**config.mk**
```make
export PLATFORM = sky130hd
export DESIGN_NAME = bram_stream_reader
export DESIGN_NICKNAME = d
export VERILOG_FILES = /design/src/rtl/bram_stream_reader.sv
export SDC_FILE = /design/constraint.sdc
export NUM_CORES = 1
export LEC_CHECK = 0
export CELL_PAD_IN_SITES_DETAIL_PLACEMENT = 1
export CELL_PAD_IN_SITES_GLOBAL_PLACEMENT = 2
export CORE_MARGIN = 2
export CORE_UTILIZATION = 32
export DETAILED_ROUTE_END_ITERATION = 10
export GPL_TIMING_DRIVEN = 0
export PLACE_DENSITY = 0.9
export REMOVE_ABC_BUFFERS = 1
export SETUP_SLACK_MARGIN = 0.5
export SYNTH_ARGS = -nofsm -noshare
export SYNTH_HDL_FRONTEND = slang
export SYNTH_SLANG_ARGS = --single-unit
```
**constraint.sdc**
```tcl
create_clock -name clk_i -period 2.8 [get_ports clk_i]
set_clock_uncertainty 0.1 [all_clocks]
set_input_delay 0.7 -clock clk_i [delete_from_list [all_inputs] [get_ports clk_i]]
set_output_delay 0.7 -clock clk_i [all_outputs]
set_load 0.005 [all_outputs]
```
**src/rtl/bram_stream_reader.sv**
```systemverilog
// Read sequencer for the banked BRAM store: issues throttled single-word reads into a
// one-cycle-latency port and streams the returned words out through a 2-entry FIFO.
module bram_stream_reader #(
    parameter int unsigned NUM_BLOCKS = 16,
    localparam int unsigned ADDR_BITS = 8 + $clog2(NUM_BLOCKS)
) (
    input  logic                 clk_i,
    input  logic                 rst_i,
    input  logic                 start_i,
    input  logic [ADDR_BITS-1:0] base_addr_i,
    input  logic [ADDR_BITS:0]   length_i,
    output logic                 busy_o,
    output logic                 done_o,
    output logic                 mem_rd_en_o,
    output logic [ADDR_BITS-1:0] mem_rd_addr_o,
    input  logic [15:0]          mem_data_i,
    input  logic                 mem_valid_i,
    output logic [15:0]          m_data_o,
    output logic                 m_valid_o,
    input  logic                 m_ready_i,
    output logic                 m_last_o
);

    localparam int unsigned CntBits = ADDR_BITS + 1;

    typedef enum logic [1:0] {StIdle, StRead, StDrain} state_e;

    state_e               state_q, state_d;
    logic [ADDR_BITS-1:0] addr_q, addr_d;
    logic [CntBits-1:0]   issue_cnt_q, issue_cnt_d;
    logic [CntBits-1:0]   send_cnt_q, send_cnt_d;
    logic                 outstanding_q;
    logic                 done_q, done_d;
    logic [15:0]          fifo_mem_q [2];
    logic                 wr_ptr_q, rd_ptr_q;
    logic [1:0]           fifo_cnt_q;

    logic rd_en, push, pop, last_pop, accept, accept_zero;

    always_comb begin
        pop         = (fifo_cnt_q != 2'd0) && m_ready_i;
        push        = mem_valid_i && outstanding_q;
        last_pop    = pop && (send_cnt_q == CntBits'(1));
        accept      = (state_q == StIdle) && start_i && (length_i != '0);
        accept_zero = (state_q == StIdle) && start_i && (length_i == '0);
        // Occupancy counts the in-flight word so a return never finds the FIFO full.
        rd_en = (state_q == StRead) && (issue_cnt_q != '0) &&
                (((fifo_cnt_q + {1'b0, outstanding_q}) <= 2'd1) || pop);
    end

    always_ff @(posedge clk_i) begin
        if (rst_i) begin
            state_q <= StIdle;
        end else begin
            state_q <= state_d;
        end
    end

    always_comb begin
        state_d = state_q;
        unique case (state_q)
            StIdle:  if (accept) state_d = StRead;
            StRead:  if (rd_en && (issue_cnt_q == CntBits'(1))) state_d = StDrain;
            StDrain: if (last_pop) state_d = StIdle;
            default: state_d = StIdle;
        endcase
    end

    always_comb begin
        busy_o        = (state_q != StIdle);
        done_o        = done_q;
        mem_rd_en_o   = rd_en;
        mem_rd_addr_o = addr_q;
        m_valid_o     = (fifo_cnt_q != 2'd0);
        m_data_o      = fifo_mem_q[rd_ptr_q];
        m_last_o      = m_valid_o && (send_cnt_q == CntBits'(1));
    end

    always_comb begin
        addr_d      = addr_q;
        issue_cnt_d = issue_cnt_q;
        send_cnt_d  = send_cnt_q;
        if (accept) begin
            addr_d      = base_addr_i;
            issue_cnt_d = length_i;
            send_cnt_d  = length_i;
        end else begin
            if (rd_en) begin
                addr_d      = addr_q + ADDR_BITS'(1);
                issue_cnt_d = issue_cnt_q - CntBits'(1);
            end
            if (pop) begin
                send_cnt_d = send_cnt_q - CntBits'(1);
            end
        end
        done_d = accept_zero || ((state_q == StDrain) && last_pop);
    end

    always_ff @(posedge clk_i) begin
        if (rst_i) begin
            addr_q        <= '0;
            issue_cnt_q   <= '0;
            send_cnt_q    <= '0;
            outstanding_q <= 1'b0;
            done_q        <= 1'b0;
        end else begin
            addr_q        <= addr_d;
            issue_cnt_q   <= issue_cnt_d;
            send_cnt_q    <= send_cnt_d;
            outstanding_q <= rd_en;
            done_q        <= done_d;
        end
    end

    always_ff @(posedge clk_i) begin
        if (rst_i) begin
            fifo_mem_q[0] <= '0;
            fifo_mem_q[1] <= '0;
            wr_ptr_q      <= 1'b0;
            rd_ptr_q      <= 1'b0;
            fifo_cnt_q    <= 2'd0;
        end else begin
            if (push) begin
                fifo_mem_q[wr_ptr_q] <= mem_data_i;
                wr_ptr_q             <= ~wr_ptr_q;
            end
            if (pop) begin
                rd_ptr_q <= ~rd_ptr_q;
            end
            unique case ({push, pop})
                2'b10:   fifo_cnt_q <= fifo_cnt_q + 2'd1;
                2'b01:   fifo_cnt_q <= fifo_cnt_q - 2'd1;
                default: fifo_cnt_q <= fifo_cnt_q;
            endcase
        end
    end

endmodule

```
==> results of run 1 <==
## state kept, by name (all words and copies together) (netlist names), named ones only
name / count
rd_ptr_q: 1
fifo_mem_q: 32
state_q: 2
outstanding_q: 1
done_o: 1
mem_rd_addr_o: 12
send_cnt_q: 13
issue_cnt_q: 13
wr_ptr_q: 1
fifo_cnt_q: 2
## cell type report
| class | instances | area, µm² |
|---|---|---|
| inverter | 13 | 56.30 |
| fill | 1310 | 6415 |
| clock inverter | 3 | 12.51 |
| multi-input combinational | 277 | 1981 |
| sequential | 79 | 1924 |
| tap | 147 | 183.9 |
| clock buffer | 13 | 240.2 |
| timing repair buffer | 113 | 1099 |
## report_power, final
group          leakage [nW]  total, mW  internal [mW]  switching [mW]
clock                 0.123       1.04          0.594           0.446
combinational          1.22      0.693          0.366           0.327
sequential            0.725       1.37           1.29          0.0777
total                  2.07       3.10           2.25           0.850
## per-stage QoR
stage               instance area, µm²  power (mW)
CTS                               5294       3.061
global route                      5497       3.248
finish                            5497       3.098
floorplan                         3785       1.667
global placement                  4750       1.921
detailed placement                4790       1.951
## placed cells by master, fill, tap and decap left out, drive strengths merged, types with 2 or more instances in the layout
cell type      count
o21a               2
nand2b             3
clkdlybuf4s50     53
dlymetal6s2s       5
nor2b              2
xnor2             10
nor3b              4
o21ai             12
and2              32
inv               13
nand2             22
o211ai             7
or4                5
dlygate4sd2       13
or3                6
a311oi             4
clkbuf            15
o32ai              2
nand3             14
xor2               9
o311ai             3
edfxtp            32
dfxtp             47
nor4               9
nor2              36
nand4b             4
clkinv             3
a31oi              7
buf               38
a21oi             19
nand4              7
mux2              16
ha                 7
or2                2
nor3               9
clkdlybuf4s15      2
a211oi            10
## kinds of logic after synthesis
group           count (synthesis)  share of synthesized area
mux                            17                    0.04929
xor+xnor                       19                    0.04313
compound gates                 75                     0.1359
fa+ha+maj                       7                    0.02270
simple gates                  158                     0.2244
buf+inv                        31                    0.03177
flops                          79                     0.4929
## tightest hold or removal path, stage by stage, from the launching register on
cell and delay (ns):
dfxtp_1 0.34, inv_1 0.06, a211oi_1 0.06
## routing by layer
layer | routed length (µm) | GRT usage
met5 | 0 | 0
met4 | 105 | 0.04878
met3 | 506 | 0.03826
met2 | 6118 | 0.3238
met1 | 4838 | 0.2154
## path summary, 6_finish.rpt
kind                                                       to  slack, ns  cells past startpoint
worst max-delay path                              mem_rd_en_o       0.28                      5
worst min-delay path            mem_rd_addr_o[5]$_SDFFE_PP0P_       0.41                      2
worst max register to register   issue_cnt_q[11]$_SDFFE_PP0P_       0.56                      6
worst min register to register  mem_rd_addr_o[5]$_SDFFE_PP0P_       0.41                      2
## what timing repair did
action,4_1_cts,5_1_grt
endpoints found under the hold margin,0,0
setup buffers,16,16
setup endpoints to repair,109,36
pin swaps,9,15
resized for setup,58,33
gates cloned,1,1
==> impl_metrics.csv, run 1 <==
group,metric,value,unit
clock_tree,hold_buffers,0,
sta,setup_viol,0,
routing,via_count,3385,
yosys,synth_area,3859,µm²
placed_design,dp_hpwl,7.394,mm
routing,viasPerCell,5.248,
yosys,synth-seq-cells,79,
worst_setup_path,crit_family,"simple AND/OR/NAND/NOR gates",
worst_setup_path,crit_path_start,"issue_cnt_q[5]$_SDFFE_PP0P_",
global_routing,overflow,0,
die,initial_core_util,0.3239,
final_layout,final_nets,546,
sta,tns,0,ns
sta,fmax,396.9,MHz
yosys,synth_seq_area_share,0.4929,
clock_tree,clock_path_buffers,2,
yosys,ys.flop_type,"dfxtp_1",
clock_tree,clock_latency,0.34,ns
yosys,yosys_warnings,0,
die,core-area,11910,µm²
sta,drv_slew,0,
sta,period_minus_slack,2.519,ns
hold_path,hp-start,"mem_rd_addr_o[5]$_SDFFE_PP0P_",
global_routing,groute.usage.overall,0.1791,
final_layout,n_antenna_cell,0,
run,drv_cap,0,
sta,grt_setup_unrepaired,"true",
power,leakagePower,2.069,nW
routing,drc,0,
worst_setup_path,path_max_fanout,4,
sta,tightest_slew,0.7651,ns
routing,dr.first_iter.drc_count,105,
yosys,synth-edff-count,32,
yosys,synth_top_cells_by_count,"dfxtp_1, nor2_1, and2_1, edfxtp_1, nand2_1",
placed_design,port_buffers,78,
power,ir_worst_vdd,0.0003448,V
die,dieHeight,113.8,µm
global_routing,grt_max_degree,39,
outcome,status,"complete, no violations",
final_layout,stdcell_count,645,
routing,drt-total-wl,11.57,mm
placed_design,dp_cells,595,
placed_design,pre_cts_slack,-1.111,ns
worst_setup_path,end_kind,"primary output",
clock_tree,cts_inserted_buffers,9,
worst_setup_path,start_kind,"flip-flop",
worst_setup_path,critPathSlowestCell,"or4_4",
yosys,synth.area.top_cells,"edfxtp_1, dfxtp_1, and2_1, mux2_2, nor2_1",
worst_setup_path,slowest_delay,0.54,ns
clock_tree,htree_levels,3,
routing,ant_nets,0,
global_routing,grt_pass1_vias,3544,
die,die_x,113.8,µm
yosys,synth_largest_area_cell,"edfxtp_1",
die,ios,79,
hold_path,hold_path.class,"reg2reg",
worst_setup_path,critPathRequiredTime,2.00,ns
global_routing,antenna_found_initial,0,
worst_setup_path,r2r-start,"state_q[1]$_SDFFE_PP0P_",
final_layout,area_growth_syn_to_layout,42.44,%
die,num_rows,40,
yosys,synth_area_per_cell,9.997,µm²
worst_setup_path,cp_cell_sequence,"or4_4 > nand4b_4 > nand2_4 > inv_8 > buf_6",
sta,period_share,0.8998,
worst_setup_path,path_buf_inv,2,
clock_tree,clk_pin_slew_worst_paths,0.06,ns
clock_tree,clock_sinks,79,
die,dieArea,12950,µm²
sta,slew_headroom,0.4871,
yosys,async_reset_ff_frac,0,
yosys,syn_inst,386,
worst_setup_path,crit_arrival,1.72,ns
placed_design,gp_congestion,0.7635,
power,p_per_area,563.6,nW/µm²
routing,firstDrtPassIters,4,
yosys,synth.most_common_cell,"dfxtp_1",
sta,fin_hold_ws,0.4133,ns
sta,hold_violations,0,
final_layout,drive_gt1_frac,0.2108,
global_routing,grt_pass1_wl,17.98,mm
clock_tree,cts_tree,"done",
routing,wl_per_cell,17.93,µm
yosys,yosysTopAreaCellShare,0.2490,
clock_tree,cts_root_buf,"clkbuf_16",
final_layout,fin_util,0.4615,
worst_setup_path,path_class,"reg2out",
yosys,yosys.cell_types.count,52,
sta,finalWorstSetupSlack,0.2806,ns
(Power assumes the default switching activity.)
==> run 2, diff against run 1 <==
CORE_UTILIZATION = 34   (was 32)
PLACE_DENSITY = 0.94   (was 0.9)
clock period = 3 ns   (was 2.8 ns; I/O delays follow)
==> run 2 against run 1 <==
Compared with the run above:
- clock power rose by 5%
- first-iteration DRC count down 6.7%
- cell count fell by 2.2%
- power down 3.3%
- routed wire length shrank 0.69%
- setup slack better by 0.075 ns
- critical endpoint unchanged
- highest routed layer unchanged
- worst hold slack is essentially flat
- core utilization grew 4.1 points
- global-route usage rose by 0.92 points
- critical path depth unchanged
- clock-buffer cell count down 4
==> impl_metrics.csv, run 2 (same netlist as run 1, synthesis figures left out) <==
group,metric,value,unit
sta,finalWorstSetupSlack,0.3554,ns
sta,period_share,0.8815,
global_routing,grt_pass1_vias,3530,
die,dieHeight,110.5,µm
clock_tree,clock_latency,0.33,ns
final_layout,final_nets,539,
worst_setup_path,r2r-start,"issue_cnt_q[0]$_SDFFE_PP0P_",
routing,maxUsedRoutingLayer,"met4",
routing,firstDrtPassIters,4,
sta,tightest_slew,0.8259,ns
routing,drt-met1-wl,4.943,mm
clock_tree,cts_root_buf,"clkbuf_16",
worst_setup_path,crit_family,"simple AND/OR/NAND/NOR gates",
final_layout,regArea,1917,µm²
routing,drt-total-wl,11.49,mm
final_layout,fin_area,5492,µm²
run,drv_cap,0,
worst_setup_path,rr_worst_depth,9,
placed_design,gp_congestion,0.7694,
final_layout,n_antenna_cell,0,
clock_tree,clk_pin_slew_worst_paths,0.06,ns
worst_setup_path,cp_cell_sequence,"or4_4 > nand4b_4 > nand2_4 > inv_8 > clkdlybuf4s15_1",
power,ir_worst_vdd,0.0003069,V
outcome,status,"complete, no violations",
clock_tree,htree_levels,3,
die,dieArea,12220,µm²
die,ios,79,
worst_setup_path,path_buf_inv,2,
final_layout,multi_input_area,1987,µm²
die,num_rows,38,
final_layout,largest_register_ffs,32,
routing,met3_length,416,µm
die,initial_core_util,0.3529,
global_routing,groute.usage.overall,0.1883,
final_layout,layout_common_cells,"clkdlybuf4s50_1, dfxtp_1, nor2_1, and2_1, edfxtp_1",
worst_setup_path,r2r_slack,0.66,ns
routing,dr.first_iter.drc_count,98,
final_layout,drive_gt1_frac,0.1996,
worst_setup_path,crit_arrival,1.79,ns
final_layout,fillers,1229,
worst_setup_path,crit_path_start,"issue_cnt_q[5]$_SDFFE_PP0P_",
sta,drv_slew,0,
global_routing,antenna_found_initial,0,
routing,route.met2.wl,6.045,mm
worst_setup_path,critPathRequiredTime,2.15,ns
die,core-area,10940,µm²
final_layout,reg_top3,"fifo_mem_q: 32 flops, issue_cnt_q: 13 flops, send_cnt_q: 13 flops",
sta,setup_viol,0,
final_layout,area_growth_syn_to_layout,42.32,%
sta,period_minus_slack,2.645,ns
worst_setup_path,critPathSlowestCell,"or4_4",
final_layout,largest_register,"fifo_mem_q",
clock_tree,clock_path_buffers,2,
sta,fmax,378.1,MHz
sta,hold_violations,0,
routing,ant_nets,0,
power,p_per_area,545.6,nW/µm²
clock_tree,clock_sinks,79,
sta,grt_setup_unrepaired,"true",
worst_setup_path,end_kind,"primary output",
routing,drc,0,
hold_path,hold_depth,2,
global_routing,grt_max_degree,39,
routing,via_count,3387,
routing,viasPerCell,5.368,
clock_tree,hold_buffers,0,
placed_design,dp_hpwl,7.420,mm
final_layout,final_common_cell,"clkdlybuf4s50_1",
sta,slew_headroom,0.4464,
worst_setup_path,slowest_delay,0.54,ns
clock_tree,cts_tree,"done",
hold_path,hp-start,"send_cnt_q[3]$_SDFFE_PP0P_",
placed_design,port_buffers,78,
worst_setup_path,path_max_fanout,3,
routing,wl_per_cell,18.21,µm
power,leakagePower,2.104,nW
clock_tree,cts_inserted_buffers,9,
worst_setup_path,r2r_end,"issue_cnt_q[10]$_SDFFE_PP0P_",
die,die_x,110.5,µm
global_routing,grt_pass1_wl,18.46,mm
placed_design,place_area,4781,µm²
power,p_total,2.996,mW
placed_design,pre_cts_slack,-1.031,ns
hold_path,hold_path.class,"reg2reg",
worst_setup_path,start_kind,"flip-flop",
sta,tns,0,ns
worst_setup_path,path_class,"reg2out",
global_routing,overflow,0,
hold_path,holdPathEnd,"send_cnt_q[3]$_SDFFE_PP0P_",
==> run 2: final cells by class <==
cell class	instances	share of cell area
clock buffers	9	0.04101
clock inverters	7	0.01321
inverters	13	0.01025
multi-input cells	277	0.3618
flip-flops and latches	79	0.3491
well taps	140	0.03190
repair buffers	106	0.1928
==> run 2: power by group <==
| group | internal, mW | switching (mW) |
|---|---|---|
| logic | 0.330 | 0.305 |
| clock network | 0.646 | 0.443 |
| registers | 1.20 | 0.0717 |
==> run 2: layer usage <==
layer | track usage | vias up
li1 | - | 1622
met5 | 0 | -
met3 | 0.04446 | 8
met2 | 0.3403 | 82
met1 | 0.2274 | 1675
met4 | 0.04000 | 0
==> run 2: metrics by stage <==
step                  util  hold slack, ns  instances
floorplan                -          0.3504        368
global placement    0.4335          0.3835        586
detailed placement  0.4372          0.4029        588
CTS                 0.4840          0.4106        617
global route        0.5022          0.4510        631
finish              0.5022          0.4132        631
==> run 2: worst min-delay path: stages, from the launching register on <==
cell and delay (ns):
dfxtp_1 0.31, o21ai_0 0.08, a31oi_1 0.08
==> run 2: repair_timing <==
item | CTS | global route
setup buffers | 12 | 14
gates cloned | 1 | 0
endpoints found under the setup margin | 106 | 74
pin swaps | 9 | 5
resized for setup | 37 | 24
==> run 2: worst max-delay path by stage <==
stage                                           to  slack (ns)  cells after the start
finish                                 mem_rd_en_o        0.36                      5
global route                           mem_rd_en_o        0.30                      5
CTS                                    mem_rd_en_o        0.31                      5
detailed placement                     mem_rd_en_o       -1.03                      6
global placement    fifo_mem_q[1][6]$_SDFFCE_PN0P_       -1.57                      3
floorplan             issue_cnt_q[10]$_SDFFE_PP0P_        0.28                      5
